**config.mk**
```make
export PLATFORM = sky130hd
export DESIGN_NAME = uart_tx_arbiter
export DESIGN_NICKNAME = d
export VERILOG_FILES = /design/src/rtl/uart_tx_arbiter.sv
export SDC_FILE = /design/constraint.sdc
export NUM_CORES = 1
export LEC_CHECK = 0
export ABC_AREA = 1
export CAP_MARGIN = 10
export CELL_PAD_IN_SITES_DETAIL_PLACEMENT = 0
export CELL_PAD_IN_SITES_GLOBAL_PLACEMENT = 2
export CORE_UTILIZATION = 28
export CTS_BUF_LIST = sky130_fd_sc_hd__clkbuf_8 sky130_fd_sc_hd__clkbuf_16
export DETAILED_ROUTE_END_ITERATION = 7
export PLACE_DENSITY = 0.92
export SYNTH_ARGS = -nofsm -noshare
export SYNTH_HDL_FRONTEND = slang
export SYNTH_SLANG_ARGS = --single-unit
```
**constraint.sdc**
```tcl
create_clock -name clk -period 6.1 [get_ports clk]
set_clock_uncertainty 0.2 [all_clocks]
set_input_delay 1.83 -clock clk [delete_from_list [all_inputs] [get_ports clk]]
set_output_delay 1.83 -clock clk [all_outputs]
set_load 0.03 [all_outputs]
```
**src/rtl/uart_tx_arbiter.sv**
```systemverilog
// Round-robin scheduler sharing one UART transmitter among N_REQ requesters.
// Grants one byte per frame, waits for end of frame (or timeout), then enforces a tick-counted idle gap.
module uart_tx_arbiter #(
  parameter  int N_REQ         = 4,
  parameter  int DBIT          = 8,
  parameter  int GAP_TICKS     = 16,
  parameter  int TIMEOUT_TICKS = 176,
  parameter  int CNT_W         = 8,
  localparam int IDX_W         = (N_REQ > 1) ? $clog2(N_REQ) : 1
) (
  input  logic                  clk,
  input  logic                  reset,
  input  logic                  tick,
  input  logic [N_REQ-1:0]      req,
  input  logic [N_REQ*DBIT-1:0] req_data,
  input  logic                  tx_done,
  output logic [N_REQ-1:0]      gnt,
  output logic                  tx_start,
  output logic [DBIT-1:0]       tx_data,
  output logic [IDX_W-1:0]      owner,
  output logic                  busy,
  output logic                  err
);

  typedef enum logic [1:0] {S_IDLE, S_START, S_WAIT, S_GAP} state_t;

  localparam logic [CNT_W-1:0] TO_LAST  = CNT_W'(TIMEOUT_TICKS - 1);
  localparam logic [CNT_W-1:0] GAP_LAST = CNT_W'(GAP_TICKS - 1);
  localparam logic [IDX_W-1:0] LAST_RST = IDX_W'(N_REQ - 1);

  state_t           r_state;
  logic [CNT_W-1:0] r_cnt;
  logic [IDX_W-1:0] r_last;

  logic [IDX_W-1:0] w_sel;
  logic             w_found;
  int               w_idx;

  // Scan downward so the candidate closest to last+1 is the final assignment.
  always_comb begin
    w_sel   = '0;
    w_found = 1'b0;
    w_idx   = 0;
    for (int k = N_REQ; k >= 1; k--) begin
      w_idx = int'(r_last) + k;
      if (w_idx >= N_REQ) w_idx = w_idx - N_REQ;
      if (req[w_idx]) begin
        w_sel   = IDX_W'(w_idx);
        w_found = 1'b1;
      end
    end
  end

  always_ff @(posedge clk or posedge reset) begin
    if (reset) begin
      r_state  <= S_IDLE;
      r_cnt    <= '0;
      r_last   <= LAST_RST;
      gnt      <= '0;
      tx_start <= 1'b0;
      tx_data  <= '0;
      owner    <= '0;
      busy     <= 1'b0;
      err      <= 1'b0;
    end else begin
      gnt      <= '0;
      tx_start <= 1'b0;
      err      <= 1'b0;
      unique case (r_state)
        S_IDLE: begin
          if (w_found) begin
            tx_data  <= req_data[int'(w_sel)*DBIT +: DBIT];
            owner    <= w_sel;
            r_last   <= w_sel;
            gnt      <= N_REQ'(1) << w_sel;
            tx_start <= 1'b1;
            busy     <= 1'b1;
            r_state  <= S_START;
          end
        end
        S_START: begin
          r_cnt   <= '0;
          r_state <= S_WAIT;
        end
        S_WAIT: begin
          // tx_done takes precedence over a coincident final timeout tick.
          if (tx_done) begin
            r_cnt <= '0;
            if (GAP_TICKS == 0) begin
              r_state <= S_IDLE;
              busy    <= 1'b0;
            end else begin
              r_state <= S_GAP;
            end
          end else if (tick) begin
            if (r_cnt == TO_LAST) begin
              err   <= 1'b1;
              r_cnt <= '0;
              if (GAP_TICKS == 0) begin
                r_state <= S_IDLE;
                busy    <= 1'b0;
              end else begin
                r_state <= S_GAP;
              end
            end else begin
              r_cnt <= r_cnt + 1'b1;
            end
          end
        end
        S_GAP: begin
          if (tick) begin
            if (r_cnt == GAP_LAST) begin
              r_cnt   <= '0;
              r_state <= S_IDLE;
              busy    <= 1'b0;
            end else begin
              r_cnt <= r_cnt + 1'b1;
            end
          end
        end
        default: r_state <= S_IDLE;
      endcase
    end
  end

endmodule

```
# ---- After elaboration in Yosys (flattened, before gate mapping)
# Index checks and enable logic that the tools add are counted.
dict set report op_classes {
  n_addsub 9
  multipliers 0
  div 0
  magnitude_cmp 8
  n_eq_ne 10
  shift 2
  mux 49
  n_bitwise 0
  reduce_logical 7
}
# operator count
set ops {}
lappend ops {{32-bit by 4-bit < comparator with 1-bit output (second input constant)} 4}
lappend ops {{32-bit two-way mux} 4}
lappend ops {{8-bit two-way mux} 5}
lappend ops {{32-bit by 6-bit variable part select with 8-bit output} 1}
lappend ops {{8-bit one-hot mux with 3 select lines} 1}
lappend ops {{1-bit two-way mux} 21}
lappend ops {{2-bit two-way mux} 10}
lappend ops {{3-bit by 3-bit subtractor with 4-bit output (second input constant)} 3}
lappend ops {{3-bit greater-or-equal comparator (second input constant)} 3}
lappend ops {{8-bit by 1-bit adder with 8-bit output (second input constant)} 1}
lappend ops {{1-bit binary-select mux with 2-bit select} 4}
lappend ops {{8-bit by 4-bit equality test with 1-bit output (second input constant)} 1}
lappend ops {{8-bit equality test (second input constant)} 1}
lappend ops {{4-bit two-way mux} 2}
lappend ops {{2-bit one-hot mux with 4 select lines} 1}
lappend ops {{2-bit by 2-bit adder with 3-bit output (second input constant)} 2}
lappend ops {{2-bit inequality test (second input constant)} 3}
lappend ops {{3-bit inequality test (second input constant)} 2}
lappend ops {{5-bit AND reduction} 1}
lappend ops {{4-bit by 3-bit subtractor with 5-bit output (second input constant)} 1}
lappend ops {{2-bit by 3-bit adder with 4-bit output (second input constant)} 1}
lappend ops {{2-bit equality test (second input constant)} 2}
lappend ops {{4-bit by 3-bit greater-or-equal comparator with 1-bit output (second input constant)} 1}
lappend ops {{4-bit AND reduction} 1}
lappend ops {{9 further kinds} 9}
dict set report totals {
  reg_bits 29
  latch_bits 0
  mem_bits_rw 0
  rom_bits 0
  output_inout_bits 17
  n_memories 0
}

# ---- Longest topological paths before layout
dict set report logic_depth {
  word_depth 13
  depth_mapped 16
  mapped_depth_nobuf 15
}

# ---- Worst setup path after synthesis
# Ideal clock, no wire load.
dict set report synth_path {
  path_type {input -> register}
  start {input req[3]}
  end {register tx_data[1]}
  setup_time_ps 121
  t_arrival_ps 2815
  t_required_ps 5779
  setup_slack_ps 2964
  cell_stages 14
  path_cell_list {inv_1 > o21ai_1 > nand2_1 > nand2_2 > nand2_4 > nand2_4 > nand2_8 > nand2_8 > buf_12 > nand2_2 > nand3_1 > nand2_1 > inv_1 > nand2_1}
}
dict set report synth_between {
  elab_chain_len 8
  word_cells_on_any_way 22
}
# item line
set synth_rtl {}
lappend synth_rtl {{start: declaration} 14} ;# input logic [N_REQ-1:0] req,
lappend synth_rtl {{1-bit binary-select mux with 2-bit select} 47} ;# if (req[w_idx]) begin
lappend synth_rtl {{1-bit two-way mux (implied by the code) (2 in series)} 47}
lappend synth_rtl {{2-bit two-way mux / 1-bit two-way mux (equally long branches) (4 in series)} 47}
lappend synth_rtl {{32-bit by 6-bit variable part select with 8-bit output / 2-bit AND reduction (equally long branches)} --}
lappend synth_rtl {{end signal: assignment} 72} ;# tx_data <= req_data[int'(w_sel)*DBIT +: DBIT];
lappend synth_rtl {{end: declaration} 19} ;# output logic [DBIT-1:0] tx_data,
# Parallel ways exist; a longest one is shown, timed or not. The select of a mux whose other input is x is not followed.
# A chain may end at the register's enable or synchronous reset.

# ---- Final worst setup path
dict set report layout_path {
  start {input req[3]}
  end {register gnt[1]}
}
dict set report layout_between {
  elab_chain_len 10
  word_cells_on_any_way 23
}
# item line
set layout_rtl {}
lappend layout_rtl {{1-bit binary-select mux with 2-bit select} 47}
lappend layout_rtl {{1-bit two-way mux (implied by the code) (2 in series)} 47}
lappend layout_rtl {{2-bit two-way mux (4 in series)} 47}
lappend layout_rtl {{1-bit by 2-bit left shift with 4-bit output} 75} ;# gnt <= N_REQ'(1) << w_sel;
lappend layout_rtl {{4-bit two-way mux *} 71} ;# if (w_found) begin
lappend layout_rtl {{4-bit two-way mux *} 69} ;# unique case (r_state)
lappend layout_rtl {{end signal: assignment} 75}
lappend layout_rtl {{end: declaration} 17} ;# output logic [N_REQ-1:0] gnt,
# Mark *: on every way between the ends. The rest lies on a longest branch, timed or not. The select of a mux whose other input is x is not followed.

==> impl_metrics.yaml <==
layout:
  fin_nets: 378
  area_growth_pct: 36.71
  n_antenna_cell: 0
  design_area_um2: 2703
  drive_above_1_share_pct: 13.13
timing:
  worst_pin_slew_ns: 0.4614
  whs_ns: 0.2796
  rsz0062_at_grt: "false"
  setup_tns_ns: 0
  final_max_slew_viol_count: 0
  finalCritPeriodShare_pct: 60.70
  max_slew_margin_pct: 69.16
  hold_violations: 0
  max_freq_ghz: 0.2701
  finalSetupViolations: 0
  finalCriticalPeriod_ns: 3.703
clock_network:
  cts_made_buffers: 5
  tritoncts: "yes"
  cts_root_buffer: "clkbuf_8"
  htree_levels: 2
  cts-resized-gates: 0
  cts.sinks: 29
  clk_pin_slew_ns: 0.07
  cts_setup_buffers: 0
  insertion_delay_ns: 0.28
  clk_path_buf_depth: 2
  cts_hold_buf: 0
synth:
  ys.flop_type: "dfrtp_1"
  synth-edff-count: 0
  synth_nets: 320
  synth_warnings: 0
  syn_inst: 276
  syn_area_per_cell_um2: 7.163
  seq_area_frac_synth_pct: 36.84
  synth_cell_types: 33
  ys_ff_latch: 29
  syn_area_um2: 1977
  async_reset_ff_share_pct: 100.0
floorplan:
  fp.dieArea_um2: 7400
  fp.dieH_um: 86.03
  pin_count: 57
  fp-row-count: 30
  initial_core_util_pct: 29.10
  coreArea_um2: 6794
  die_w_um: 86.03
route:
  routed_wl_mm: 4.915
  route.detailed.drc: 0
  viasPerCell: 4.394
  wl_per_cell_um: 11.40
  vias: 1894
  ant_nets: 0
  drt_iter0_drc: 68
  first_pass_iters: 4
setup_path:
  path_delay_family: "buffers and inverters"
  path_common_cell: "nand2_1"
  max_stage_delay_ns: 0.45
  cp.required_ns: 6.11
  cp_num_buf_inv: 3
  critPathKind: "primary input to register"
  end_kind: "register"
  cp_slowest_cell: "clkdlybuf4s50_1"
  crit_fanout: 13
  cp.arrival_ns: 3.71
  crit_path_cell_trace: "clkdlybuf4s50_1 > inv_1 > o21ai_1 > nand2_1 > nand2_2 > nor2_1 > nand2_1 > nand2_1 > inv_1 > nand2_1 > nor2_1"
  crit_path_start_kind: "primary input"
grt:
  antenna_found_initial: 0
  grt_max_degree: 30
  gr-total-overflow: 0
  grt_usage_pct: 14.70
  grt_pass1_wl_mm: 8.631
  grt_pass1_vias: 1850
place:
  gp_congestion: 0.8559
  io_buffers: 56
  placed_cell_area_um2: 2589
  hpwl_mm: 3.673
outcome:
  status: "finished, final reports clean"
power_and_ir_drop:
  ir_drop_v: 0.0002724
  p_per_area_nw_per_um2: 551.2
  p_leak_nw: 1.355
worst_hold_path:
  hold_path_class: "register to register"
run:
  cap_viol_max_count: 0
stage by stage:
stage	utilization, %	power, mW	instances	setup WS [ns]
after global placement	38.10	1.347	422	2.161
final	39.78	1.490	431	2.397
after CTS	39.37	1.508	430	2.372
after floorplan	-	1.122	276	2.964
after detailed placement	38.10	1.344	422	2.094
after global routing	39.78	1.644	431	2.196
final timing paths:
check	from	end	slack (ns)	depth (start not counted)
worst max-delay path	req[3]	gnt[1]	2.40	11
worst min-delay path	tx_data[6]	tx_data[6]	0.28	2
worst max register to register	r_last[0]	owner[0]	3.67	11
worst min register to register	tx_data[6]	tx_data[6]	0.28	2
max in group asynchronous	reset	r_last[1]	3.59	3
min in group asynchronous	reset	tx_data[5]	1.60	2
placed cells by master (no fill, tap or decap), types with 2 or more instances in the layout:
cell type	synthesis	final
o21ai_1	4	4
nand3b_1	2	2
nand3_1	31	31
nand2_1	92	92
inv_4	2	2
nor3_1	4	4
dfstp_2	2	2
inv_1	36	36
nand2_4	3	3
nand2_8	2	2
o31ai_1	2	2
dfrtp_1	27	27
ha_1	4	4
clkinv_2	0	2
o21ai_0	2	2
nand2_2	17	17
inv_2	3	3
nor2_2	2	2
clkbuf_8	0	5
clkdlybuf4s50_1	0	56
nor4_1	2	2
nor2_1	16	16
a21oi_1	7	7
cell families after synthesis:
logic type	after synthesis	share of synthesized area, %
simple gates	175	42.53
buf+inv	48	12.09
flops	29	36.84
compound gates	19	5.570
fa+ha+maj	4	2.532
xor+xnor	1	0.4431
metal layers:
layer	wire length, µm	track usage [%]	up-vias
li1	-	-	979
met1	2397	20.04	862
met2	2260	23.30	44
met3	171	2.695	9
met4	85	5.152	0
met5	0	0	-
flip-flops by register name, indices dropped and copies added (netlist names):
signal,flops
tx_start,1
r_cnt,8
r_last,2
owner,2
r_state,2
tx_data,8
err,1
busy,1
gnt,4
worst min-delay path, delay by kind of cell (launching register included):
| kind | cells | cell delay (ns) |
|---|---|---|
| and+or+nand+nor | 2 | 0.11 |
| DFF | 1 | 0.34 |
where the power goes:
group	switching (mW)	total [mW]	leakage [nW]	internal, mW
Combinational	0.661	1.01	0.939	0.347
Sequential	0.0565	0.327	0.371	0.270
Clock	0.0761	0.155	0.0439	0.0785
layout make-up:
class	count	area, µm²
clock buffers	5	68.82
multi-input cells	199	1010
flip-flops and latches	29	728.2
inverters	42	170.2
clock inverters	3	17.52
fillers	708	4091
well taps	96	120.1
repair buffers	57	588.1
synthesized netlist by cell type, types with 2 or more instances:
library cell	count	area share, %
inv_1	36	6.8
nand3_1	31	7.8
nand2_1	92	17
ha_1	4	2.5
nand2_2	17	5.4
dfrtp_1	27	34
buf_6	3	1.7
nand2_4	3	1.7
nor2_2	2	0.63
o21ai_0	2	0.51
nor2_1	16	3.0
nor4_1	2	0.63
a21oi_1	7	1.8
inv_2	3	0.57
buf_4	2	0.76
o31ai_1	2	0.76
nand3b_1	2	0.76
nand2_8	2	2.0
dfstp_2	2	2.7
o21ai_1	4	1.0
nor3_1	4	1.0
inv_4	2	0.63
(Power assumes the default switching activity.)
